## config.mk

```make
export PLATFORM = sky130hd
export DESIGN_NAME = tlp_replay_scheduler
export DESIGN_NICKNAME = d
export VERILOG_FILES = /design/src/rtl/dll_pkg.sv /design/src/rtl/replay_timer.sv /design/src/rtl/tlp_replay_scheduler.sv
export SDC_FILE = /design/constraint.sdc
export NUM_CORES = 1
export LEC_CHECK = 0
export CORE_MARGIN = 1
export CORE_UTILIZATION = 61
export DETAILED_ROUTE_END_ITERATION = 8
export GPL_ROUTABILITY_DRIVEN = 0
export PLACE_DENSITY = 0.85
export SLEW_MARGIN = 25
export SYNTH_ARGS = -nofsm -noshare
export SYNTH_HDL_FRONTEND = slang
export SYNTH_SLANG_ARGS = --single-unit
```

## constraint.sdc

```tcl
create_clock -name clk -period 23.6 [get_ports clk]
set_input_delay 4.72 -clock clk [delete_from_list [all_inputs] [get_ports clk]]
set_output_delay 4.72 -clock clk [all_outputs]
set_load 0.02 [all_outputs]
```

## src/rtl/dll_pkg.sv

```systemverilog
// Shared data-link-layer types for the TLP transmit path: widths, sequence type,
// sequencer states and the modular sequence-distance helper.
package dll_pkg;

  localparam int SEQ_W   = 12;
  localparam int TLP_W   = 96;
  localparam int FRAME_W = 128;

  typedef logic [SEQ_W-1:0] seq_t;

  typedef enum logic [1:0] {
    ST_IDLE,
    ST_SEND,
    ST_REPLAY
  } dll_state_t;

  // Forward distance from b to a; wraps naturally at 2^SEQ_W.
  function automatic seq_t seq_dist(input seq_t a, input seq_t b);
    return a - b;
  endfunction

endpackage

```

## src/rtl/replay_timer.sv

```systemverilog
// Replay timer: counts cycles without forward progress and pulses o_expire on the
// last count, restarting from zero. Held at zero while not running or cleared.
module replay_timer #(
  parameter int TIMEOUT = 1024
) (
  input  logic clk,
  input  logic rst,
  input  logic i_run,
  input  logic i_clear,
  output logic o_expire
);

  localparam int CW = (TIMEOUT > 1) ? $clog2(TIMEOUT) : 1;

  logic [CW-1:0] r_count;

  assign o_expire = i_run && !i_clear && (r_count == CW'(TIMEOUT - 1));

  always_ff @(posedge clk or posedge rst) begin
    if (rst)
      r_count <= '0;
    else if (!i_run || i_clear || o_expire)
      r_count <= '0;
    else
      r_count <= r_count + CW'(1);
  end

endmodule

```

## src/rtl/tlp_replay_scheduler.sv

```systemverilog
// Transmit-side data-link sequencer: numbers TLPs, keeps framed copies in a replay
// buffer, purges on ACK/NAK and replays the unacknowledged window on NAK or timeout.
module tlp_replay_scheduler
  import dll_pkg::*;
#(
  parameter int DEPTH          = 8,
  parameter int REPLAY_TIMEOUT = 1024,
  parameter int REPLAY_NUM_MAX = 3
) (
  input  logic                       clk,
  input  logic                       rst,
  input  logic                       tlp_valid,
  output logic                       tlp_ready,
  input  logic [TLP_W-1:0]           tlp_data,
  output logic                       crc_rdy,
  output logic [TLP_W-1:0]           crc_tlp,
  output logic [15:0]                crc_seq,
  input  logic [FRAME_W-1:0]         crc_data,
  output logic                       tx_valid,
  input  logic                       tx_ready,
  output logic [FRAME_W-1:0]         tx_data,
  input  logic                       ack_valid,
  input  logic                       ack_nak,
  input  logic [SEQ_W-1:0]           ack_seq,
  output logic                       retrain_req,
  output logic [$clog2(DEPTH+1)-1:0] buf_count,
  output logic [SEQ_W-1:0]           next_seq,
  output logic [SEQ_W-1:0]           acked_seq
);

  localparam int CNT_W = $clog2(DEPTH + 1);
  localparam int PTR_W = $clog2(DEPTH);
  localparam int RN_W  = $clog2(REPLAY_NUM_MAX + 1);

  dll_state_t         r_state, w_state_next;
  logic [PTR_W-1:0]   r_wr_ptr, r_rd_ptr, w_rd_idx;
  logic [CNT_W-1:0]   r_buf_count, r_rp_off;
  seq_t               r_next_seq, r_acked_seq;
  logic [RN_W-1:0]    r_replay_num;
  logic               r_replay_pending, r_retrain;
  logic [FRAME_W-1:0] r_tx_data;
  logic [FRAME_W-1:0] r_buf [DEPTH];

  seq_t               w_n;
  logic               w_dllp_ok, w_purge_ok, w_accept, w_tx_hs, w_nak_replay;
  logic               w_replay_start, w_replay_done, w_expire, w_timer_run;
  logic [CNT_W-1:0]   w_purge, w_count_after, w_count_next, w_rp_off_next;
  logic [CNT_W:0]     w_rp_sum;

  // A DLLP reaching beyond the buffered window is stale or bogus and is dropped whole.
  assign w_n            = seq_dist(ack_seq, r_acked_seq);
  assign w_dllp_ok      = ack_valid && (w_n <= SEQ_W'(r_buf_count));
  assign w_purge_ok     = w_dllp_ok && (w_n != '0);
  assign w_purge        = w_purge_ok ? CNT_W'(w_n) : '0;
  assign w_count_after  = r_buf_count - w_purge;
  assign w_accept       = tlp_valid && tlp_ready;
  assign w_count_next   = w_count_after + CNT_W'(w_accept);
  assign w_tx_hs        = tx_valid && tx_ready;
  assign w_nak_replay   = w_dllp_ok && ack_nak && (w_count_after != '0) && (r_state != ST_REPLAY);
  assign w_replay_start = (r_state == ST_IDLE) && r_replay_pending;
  assign w_timer_run    = (r_buf_count != '0) && (r_state != ST_REPLAY);
  assign w_rd_idx       = r_rd_ptr + r_rp_off[PTR_W-1:0];

  // Replay offset is relative to rd_ptr, so a purge during replay pulls it back.
  assign w_rp_sum      = {1'b0, r_rp_off} + (CNT_W + 1)'(w_tx_hs);
  assign w_rp_off_next = (w_rp_sum > {1'b0, w_purge}) ? CNT_W'(w_rp_sum - {1'b0, w_purge}) : '0;
  assign w_replay_done = (w_rp_off_next >= w_count_next);

  assign crc_tlp     = tlp_data;
  assign crc_seq     = 16'(r_next_seq);
  assign crc_rdy     = w_accept;
  assign retrain_req = r_retrain;
  assign buf_count   = r_buf_count;
  assign next_seq    = r_next_seq;
  assign acked_seq   = r_acked_seq;

  replay_timer #(.TIMEOUT(REPLAY_TIMEOUT)) u_timer (
    .clk      (clk),
    .rst      (rst),
    .i_run    (w_timer_run),
    .i_clear  (w_purge_ok),
    .o_expire (w_expire)
  );

  always_ff @(posedge clk or posedge rst) begin
    if (rst)
      r_state <= ST_IDLE;
    else
      r_state <= w_state_next;
  end

  always_comb begin
    w_state_next = r_state;
    case (r_state)
      ST_IDLE: begin
        if (w_replay_start)
          w_state_next = ST_REPLAY;
        else if (w_accept)
          w_state_next = ST_SEND;
      end
      ST_SEND:   if (tx_ready) w_state_next = ST_IDLE;
      ST_REPLAY: if (w_replay_done) w_state_next = ST_IDLE;
      default:   w_state_next = ST_IDLE;
    endcase
  end

  always_comb begin
    tlp_ready = 1'b0;
    tx_valid  = 1'b0;
    tx_data   = r_tx_data;
    case (r_state)
      ST_IDLE:   tlp_ready = !rst && (r_buf_count < CNT_W'(DEPTH)) && !r_replay_pending;
      ST_SEND:   tx_valid = 1'b1;
      ST_REPLAY: begin
        tx_valid = 1'b1;
        tx_data  = r_buf[w_rd_idx];
      end
      default: ;
    endcase
  end

  // Buffer storage carries no reset; occupancy and pointers define what is live.
  always_ff @(posedge clk) begin
    if (w_accept)
      r_buf[r_wr_ptr] <= crc_data;
  end

  always_ff @(posedge clk or posedge rst) begin
    if (rst) begin
      r_wr_ptr         <= '0;
      r_rd_ptr         <= '0;
      r_buf_count      <= '0;
      r_next_seq       <= '0;
      r_acked_seq      <= '1;
      r_replay_num     <= '0;
      r_retrain        <= 1'b0;
      r_replay_pending <= 1'b0;
      r_rp_off         <= '0;
      r_tx_data        <= '0;
    end else begin
      if (w_accept) begin
        r_wr_ptr   <= r_wr_ptr + PTR_W'(1);
        r_next_seq <= r_next_seq + SEQ_W'(1);
        r_tx_data  <= crc_data;
      end
      r_rd_ptr    <= r_rd_ptr + PTR_W'(w_purge);
      r_buf_count <= w_count_next;
      if (w_purge_ok)
        r_acked_seq <= ack_seq;
      if (w_replay_start)
        r_replay_num <= (r_replay_num == RN_W'(REPLAY_NUM_MAX)) ? '0 : r_replay_num + RN_W'(1);
      else if (w_purge_ok)
        r_replay_num <= '0;
      r_retrain <= w_replay_start && (r_replay_num == RN_W'(REPLAY_NUM_MAX));
      if (w_replay_start)
        r_replay_pending <= 1'b0;
      else if (w_nak_replay || w_expire)
        r_replay_pending <= 1'b1;
      if (w_replay_start)
        r_rp_off <= '0;
      else if (r_state == ST_REPLAY)
        r_rp_off <= w_rp_off_next;
    end
  end

endmodule
```

## Yosys cells after proc, flatten, opt, wreduce, memory -nomap -nowiden

Memory sizes are Yosys's and may differ from the RTL's.
Cells that the tools add are included.

- Output and inout bits: 272
- Bits in writable memories: 1024
- Memories: 1
- Logic and storage cells: 86
- Flip-flop bits (word level): 182

Memory list:

| memory | depth | width | read ports | clocked after memory_dff | wr ports | RTL line | text |
|---|---|---|---|---|---|---|---|
| r_buf | 8 | 128 | 1 | 0 | 1 | tlp_replay_scheduler.sv:42 | `logic [FRAME_W-1:0] r_buf [DEPTH];` |

- Magnitude comparators: 4
- Add/sub/neg operators: 11
- Multiplexer cells: 20
- Reductions and logical operators: 30
- Equal/unequal tests: 8

Operators by type and width:

| cell | count |
|---|---|
| $mux 128 | 1 |
| $mux 4 | 4 |
| $logic_and 1x1->1 | 14 |
| $mux 2 | 7 |
| $add 12x1->12 const B | 1 |
| $le 12x4->1 | 1 |
| $reduce_bool 12->1 | 1 |
| $sub 12x12->12 | 1 |
| $add 10x1->10 const B | 1 |
| $eq 10x10->1 const B | 1 |
| $mux 10 | 1 |
| $reduce_bool 4->1 | 2 |
| $sub 4x4->4 | 2 |
| $add 3x3->3 | 2 |
| $mux 1 | 6 |
| $ne 2x2->1 const B | 3 |
| $pmux 2 s3 | 1 |
| $reduce_bool 2->1 | 3 |
| $add 4x1->5 | 1 |
| $gt 5x4->1 | 1 |
| $add 4x1->4 | 1 |
| $eq 2x2->1 const B | 2 |
| $ge 4x4->1 | 1 |
| $logic_not 1->1 | 4 |
| other kinds (9) | 11 |

## Longest topological paths before layout

Gate-level depths: netlist (run 1).

- Word-level depth: 12
- Gate-level depth with buffers: 31
- Mapped depth without buffers: 31

## By module

From an unflattened synthesis (run 1), not the netlist that was laid out.

- Cells, all modules: 2790
- Area, all modules: 48614.1 um^2

Modules (own cells, without submodules):

| module | cells an instance | area an instance (um^2) | times used |
|---|---|---|---|
| tlp_replay_scheduler | 2738 | 48107.4 | 1 |
| replay_timer | 52 | 506.7 | 1 |

## Least setup slack after synthesis (run 1)

OpenSTA, ideal clock, no wires.

- Path kind: input -> register
- From: in rst
- To: mem r_buf[0][0] (enable)
- Cell stages on the path: 4
- Setup time: 0.929 ns
- Arrival: 17.909 ns
- Slack: 4.762 ns
- Path buffers: 1
- Cell sequence: nor3_1 nand2_1 clkbuf_1 nor4_1

- Word-level cells in the longest chain between the ends: 7

Ends and longest elaborated chain:

| item | RTL line | text |
|---|---|---|
| start: declaration | tlp_replay_scheduler.sv:11 | `input logic rst,` |
| $logic_not 1->1 (no source line) | - |  |
| $logic_and 1x1->1 (2 in series) | tlp_replay_scheduler.sv:112 | `ST_IDLE: tlp_ready = !rst && (r_buf_count < CNT_W'(DEPTH)) && !r_replay_pending;` |
| $mux 1 | tlp_replay_scheduler.sv:111 | `case (r_state)` |
| $logic_and 1x1->1 | tlp_replay_scheduler.sv:56 | `assign w_accept = tlp_valid && tlp_ready;` |
| $mux 1 | tlp_replay_scheduler.sv:124 | `if (w_accept)` |
| $mux 1 (implied by the code) | tlp_replay_scheduler.sv:125 | `r_buf[r_wr_ptr] <= crc_data;` |
| end: declaration | tlp_replay_scheduler.sv:42 |  |

Every way passes these cells.

## Worst setup path after layout (run 1)

- From: in rst
- To: out crc_rdy

- Word-level cells in the longest chain between the ends: 5

Ends and longest elaborated chain:

| item | RTL line | text |
|---|---|---|
| $logic_not 1->1 (no source line) | - |  |
| $logic_and 1x1->1 (2 in series) | tlp_replay_scheduler.sv:112 |  |
| $mux 1 | tlp_replay_scheduler.sv:111 |  |
| $logic_and 1x1->1 | tlp_replay_scheduler.sv:56 |  |
| end: declaration | tlp_replay_scheduler.sv:15 | `output logic crc_rdy,` |

Every way passes these cells.

==> key figures, run 1 <==
Logic synthesis
  • Cell count after synthesis: 2786
  • Syn. warnings: 0
  • Synth Cell Area: 0.04852 mm2
  • Area contributors post-synth: edfxtp_1 63%, mux4_2 12%, dfrtp_1 8.8%
  • Sequential element share of the synthesized area: 72.80%
  • Synthesized area per cell: 17.41 um2
  • Primary FF master, synth: edfxtp_1
  • Ys async rst share: ~15%
  • Synth area leader: edfxtp_1
  • Yosys reg bits: 1206
  • Synth unique cells: 56
  • Post-synth EDFFs: ~1000
  • Synth top area share: approximately 63%

Power and ir drop
  • Sw power: 1.630 mW
  • VDD IR max: 0.09331 mV
  • Internal power: 4.173 mW
  • PD cells: 103.4 mW/mm2
  • Combinational fraction of design power: 23.2%
  • LEAKAGE: approximately 20 nW
  • Sequential Power Share: 44.7%
  • Clk network pwr share: between 30% and 40%
  • Switching power share of the total: 28.09%

Global route
  • Initial antenna violation count: 11
  • Gr ovfl total: 0
  • Largest net degree at the start of global routing: 129
  • First-pass GRT wire length: 169.1 mm
  • Number of global-route vias before repair: 27172
  • Total GRT Usage: 28.32%

CTS
  • Post CTS Setup Buffer Count: 0
  • CTS tree: built
  • CTS hold repair buffers: 0
  • CTS sink cnt: approximately 1200
  • Worst skew pair latency: 0.69 ns
  • CTS Buffer Depth: 3
  • Htree depth: 3
  • Root Buffer: clkbuf_16
  • Total CTS buffers: 115
  • Resized Gates After CTS: 0
  • Worst-path clk slew: 0.06 ns

Floorplan
  • Initial Util: about three fifths
  • Row count: 103
  • Die height: roughly 280 um
  • Die width: 284.0 um
  • Die area: 0.08066 mm2
  • Core box area: a little under 0.08 mm2
  • Top Ports: 514

Timing
  • Setup TNS: 0 ns
  • Final hold slack: 0.4747 ns
  • Fin crit share: 51.69%
  • Final min period: 12.20 ns
  • Max-slew headroom: 32.36%
  • Unrepaired setup endpoints after global routing: no
  • Max Slew Vio Count: 0
  • Clk_skew: 0.03007 ns
  • Setup violations, final: 0
  • Fmax: ~0.082 GHz
  • Worst-Margin Slew: 1.015 ns
  • Final hold viol count: 0

Routing
  • Vias: between 20000 and 30000
  • Routed len/inst: 27.13 um
  • Post-Route WL: 113.5 mm
  • Vias/cell: 6.235
  • DRC violation count after routing: 0
  • Starting DRC count in detailed routing: around 2300
  • Pre-antenna DRT Iters: 6
  • Routed Antenna Nets: 0

Run
  • Total of max-cap violations: 0

Hold path
  • Hold EP: r_tx_data[10]
  • Hold Path Depth: 2
  • Worst min-delay path class: flip-flop to flip-flop
  • Hold Crit Start: r_tx_data[10]

Worst setup path
  • Arr. time, crit path: ~7.5 ns
  • Slowest stage delay, CP: about 0.73 ns
  • Worst r2r path cells: 30
  • Worst path most repeated cell: clkdlybuf4s50_1
  • Crit-path max FO: 50
  • Buf+Inv Stages, Crit Path: 3
  • CP startpoint: rst
  • Crit path launch type: input pin
  • Crit Reg-Reg Endpoint: r_state[1]
  • Crit-path cells: clkdlybuf4s50_1 > nor3_1 > nand2_4 > inv_6 > clkdlybuf4s50_1
  • CP Capture Type: output port
  • Required @ worst endpoint: approximately 19 ns
  • Setup CP Type: input pin to output port
  • R2r setup slk: 17.34 ns
  • CP delay by family, top: buffers and inverters
  • Worst path slowest cell: clkdlybuf4s50_1
  • Reg-to-reg startpoint: acked_seq[1]

Placed design
  • IO buf count: 317
  • Post-detail-place hpwl: a little over 60 mm

Finish
  • Area of the multi-input gates: 0.01182 mm2
  • FILL cells: 4625
  • Commonest non-fill, non-tap cell in the layout: edfxtp_1
  • Synthesis-to-finish area growth: 15.67%
  • Highest-count cells in the layout ignoring fill and taps: 1024 x edfxtp_1, 416 x nand2_1, 317 x clkdlybuf4s50_1
  • Nets: 3308
  • Layout cell share with drive strength beyond 1: between 10% and 20%
  • Reg area: 0.03532 mm2

Outcome
  • Status: completed
registers in the layout, summed over array words and instances, names as in the netlist:
name              count
next_seq             12
acked_seq            12
buf_count             4
r_state               2
u_timer.r_count      10
r_tx_data           128
r_replay_num          2
r_replay_pending      1
r_rp_off              4
retrain_req           1
r_rd_ptr              3
r_wr_ptr              3
r_buf              1024
synth_stat cells (5+ instances only):
cell type,n
nor2_1,158
dfrtp_1,170
dfstp_2,12
buf_4,112
mux4_2,256
fa_1,5
nand2b_1,5
xnor2_1,23
nand4_1,9
xor2_1,16
mux2_2,9
nand2_1,417
nor2b_1,8
ha_1,39
nand3_1,15
mux2i_1,134
edfxtp_1,1024
o21ai_0,13
clkbuf_1,90
inv_1,39
nor3_1,6
buf_1,40
a21oi_1,135
tightest hold or removal path, stage by stage (launching register included):
cell,delay [ns]
dfrtp_1,0.34
nand2_1,0.05
nand2_1,0.05
layer usage:
layer / GRT usage [%] / vias up / part of all wire [%]
met3: 4.863 / 266 / 7.7
li1: - / 10989 / -
met5: 0 / - / 0.055
met1: 36.81 / 13447 / 37
met4: 11.33 / 8 / 3.6
met2: 48.02 / 1363 / 51
power groups by stage:
stage          clock, mW  combinational, mW  sequential, mW
3_5_place_dp           0               1.34            2.63
5_1_grt             1.96               1.45            2.61
3_3_place_gp           0               1.30            2.62
4_1_cts             1.88               1.36            2.59
2_1_floorplan          0              0.867            2.63
6_report            1.86               1.35            2.60
worst max path at each step:
stage                              to  depth (start not counted)
after floorplan           r_buf[0][0]                          4
after global routing          crc_rdy                          5
after CTS                     crc_rdy                          5
after global placement        crc_rdy                          5
after detailed placement      crc_rdy                          5
final                         crc_rdy                          5
final cells by class:
type | instances | share of cell area, %
Antenna cell | 7 | 0.03122
Clock buffer | 148 | 5.639
Clock inverter | 72 | 1.266
Inverter | 39 | 0.2832
Multi-Input combinational cell | 1301 | 21.07
Sequential cell | 1206 | 62.94
Tap cell | 1050 | 2.341
Timing Repair Buffer | 359 | 6.435
metrics by stage:
stage	power (mW)	setup WS [ns]	utilization (%)	instances	cell area [um2]
after global routing	6.016	11.31	71.15	4182	56120
after global placement	3.914	11.45	66.10	3952	52140
after floorplan	3.495	4.762	-	2789	48530
after detailed placement	3.970	11.40	66.18	3954	52200
final	5.803	11.40	71.15	4182	56120
after CTS	5.830	11.39	71.09	4174	56070
logic make-up (layout without fill, tap and decap cells):
logic type / count (synthesis) / count (layout) / share of synthesized area, %
DFF: 1206 / 1206 / 72.80
and+or+nand+nor: 636 / 636 / 5.212
muxes: 400 / 400 / 14.89
buffers and inverters: 282 / 618 / 3.064
AOI/OAI and AO/OA: 178 / 178 / 2.112
adders and majority gates: 44 / 44 / 1.212
xor gates and xnor gates: 39 / 39 / 0.7040
other: 1 / 11 / 0.007730
Note: power is estimated with default switching activity, not from simulation.
==> inputs of run 2 (changes only) <==
Settings changed: CORE_UTILIZATION 61 to 57, PLACE_DENSITY 0.85 to 0.8.
Clock period 23.6 ns to 11.35 ns, I/O delays scaled along.
==> key figures, run 2 (synthesis gave the netlist of run 1 again) <==
Worst setup path
  • Crit Reg-Reg Endpoint: r_state[1]
  • R2r setup slk: 5.32 ns (-12.02 ns)
  • Crit-path max FO: 5 (-90%)
  • Slowest stage delay, CP: 0.48 ns (-0.25 ns)
  • Worst path slowest cell: a2111oi_4
  • CP Capture Type: flip-flop
  • Required @ worst endpoint: 11.87 ns (-7.01 ns)
  • Worst path most repeated cell: ha_1
  • Buf+Inv Stages, Crit Path: 2 (-1)
  • Reg-to-reg startpoint: acked_seq[1]
  • Crit path launch type: input pin
  • Setup CP Type: input pin to flip-flop
  • CP delay by family, top: compound AO/OA/AOI/OAI gates
  • Worst r2r path cells: 29 (-3.3%)
  • Arr. time, crit path: 8.01 ns (+0.53 ns)

Timing
  • Fin crit share: 65.99%
  • Max Slew Vio Count: 0 (unchanged)
  • Unrepaired setup endpoints after global routing: no
  • Setup violations, final: 0 (unchanged)
  • Final hold slack: 0.4734 ns (-0.001384 ns)
  • Worst-Margin Slew: 1.312 ns (+0.2970 ns)
  • Final hold viol count: 0 (unchanged)
  • Clk_skew: 0.04136 ns (+0.01128 ns)
  • Final min period: 7.490 ns
  • Fmax: 0.1335 GHz
  • Final worst setup slack: 3.860 ns (-7.542 ns)
  • Setup TNS: 0 ns (unchanged)
  • Max-slew headroom: 12.56% (-20 points)

Outcome
  • Status: completed

Floorplan
  • Initial Util: 57.79% (-3.7 points)
  • Top Ports: 514 (unchanged)
  • Die area: 0.08629 mm2 (+7.0%)
  • Core box area: 0.08395 mm2 (+6.4%)
  • Die height: 293.7 um (+3.4%)
  • Die width: 293.7 um (+3.4%)
  • Row count: 106 (+2.9%)

Global route
  • Number of global-route vias before repair: 27030 (-0.52%)
  • Total GRT Usage: 25.52% (-2.8 points)
  • Gr ovfl total: 0 (unchanged)
  • First-pass GRT wire length: 163.9 mm (-3.1%)
  • Largest net degree at the start of global routing: 161 (+25%)
  • Initial antenna violation count: 11 (unchanged)

Placed design
  • IO buf count: 317 (unchanged)
  • Worst slack, placed: 3.266 ns (-8.133 ns)
  • Placed cell area: 0.05228 mm2 (+0.17%)
  • Post-detail-place hpwl: 58.60 mm (-3.6%)
  • Cells after DPL: 4038 (+2.1%)

Finish
  • Commonest non-fill, non-tap cell in the layout: edfxtp_1
  • Number of flip-flops in the largest register: 1024 (unchanged)
  • Nets: 3308 (unchanged)
  • Synthesis-to-finish area growth: 15.82%
  • Top Registers: r_buf: 1024 flops, r_tx_data: 128 flops
  • Finished Layout Cells: 4262 (+1.9%)
  • Biggest register: r_buf
  • Highest-count cells in the layout ignoring fill and taps: 1024 x edfxtp_1, 416 x nand2_1, 317 x clkdlybuf4s50_1
  • Final core utilization: 66.93% (-4.2 points)
  • Layout cell share with drive strength beyond 1: 16.23% (-0.76 points)
  • Design area: 0.05619 mm2 (+0.13%)

Power and ir drop
  • Clk network pwr share: 32.3% (+0.2 points)
  • PD cells: 214.4 mW/mm2 (+110%)
  • Internal power: 8.744 mW (+110%)
  • Switching power share of the total: 27.41% (-0.68 points)
  • VDD IR max: 0.3425 mV (+270%)
  • Sequential Power Share: 44.8% (about the same)
  • Sw power: 3.302 mW (+100%)
  • Combinational fraction of design power: 22.9% (-0.3 points)
  • Tot Pwr: 12.05 mW (+110%)
  • LEAKAGE: 20.29 nW (-0.25%)

CTS
  • Resized Gates After CTS: 0 (unchanged)
  • Worst skew pair latency: 0.69 ns (about the same)
  • CTS Buffer Depth: 3 (unchanged)
  • Root Buffer: clkbuf_16
  • Worst-path clk slew: 0.06 ns (about the same)
  • CTS hold repair buffers: 0 (unchanged)
  • Total CTS buffers: 116 (+0.87%)
  • Htree depth: 3 (unchanged)
  • Post CTS Setup Buffer Count: 0 (unchanged)
  • CTS sink cnt: 1206 (unchanged)
  • CTS tree: built

Routing
  • Vias: 25519 (-2.1%)
  • Routed len/inst: 25.48 um (-6.1%)
  • Routed Antenna Nets: 0 (unchanged)
  • Post-Route WL: 108.6 mm (-4.3%)
  • Vias/cell: 5.988 (-4.0%)
  • Starting DRC count in detailed routing: 1907 (-16%)
  • Pre-antenna DRT Iters: 5 (-1)
  • DRC violation count after routing: 0 (unchanged)

Hold path
  • Hold Path Depth: 2 (unchanged)
  • Hold Crit Start: r_tx_data[126]
  • Hold EP: r_tx_data[126]
  • Worst min-delay path class: flip-flop to flip-flop

Run
  • Total of max-cap violations: 0 (unchanged)
[run 2: power by group through the flow]
stage | Clock [mW] | Combinational, mW | Sequential, mW
final | 3.90 | 2.76 | 5.39
after global routing | 4.12 | 2.99 | 5.42
after CTS | 3.96 | 2.80 | 5.39
after detailed placement | 0 | 2.77 | 5.47
after global placement | 0 | 2.72 | 5.45
after floorplan | 0 | 1.80 | 5.45
[run 2: routing by layer]
layer | vias up | GRT usage [%] | routed length (um)
li1 | 10974 | - | -
met1 | 13278 | 33.35 | 42020
met2 | 1036 | 43.25 | 55640
met3 | 217 | 4.758 | 7738
met4 | 14 | 8.930 | 3137
met5 | - | 0.1134 | 84
[run 2: worst register-to-register path, delay by kind of cell (launching register included)]
kind / cells / cell delay (ns)
compound gates: 10 / 1.92
fa+ha+maj: 4 / 1.19
xor+xnor: 1 / 0.40
simple gates: 12 / 1.68
buf+inv: 2 / 0.13
flops: 1 / 0.58
[run 2: how the worst max path moves through the flow]
stage	start	end	slack, ns	cells past startpoint
global route	ack_seq[1]	r_state[1]	3.40	30
global placement	ack_seq[1]	r_state[0]	3.24	29
CTS	ack_seq[1]	r_state[1]	3.96	29
detailed placement	ack_seq[1]	r_state[1]	3.27	29
finish	ack_seq[1]	r_state[1]	3.86	29
floorplan	rst	r_buf[6][0]	-1.57	4
[run 2: cell type report]
class                      count  area, um2
tap                         1134       1419
antenna                        4      10.01
timing repair buffer         358       3551
multi-input combinational   1301      11840
sequential                  1206      35320
clock inverter                39      574.3
clock buffer                 181       3319
fill                        5431      27760
inverter                      39      156.4
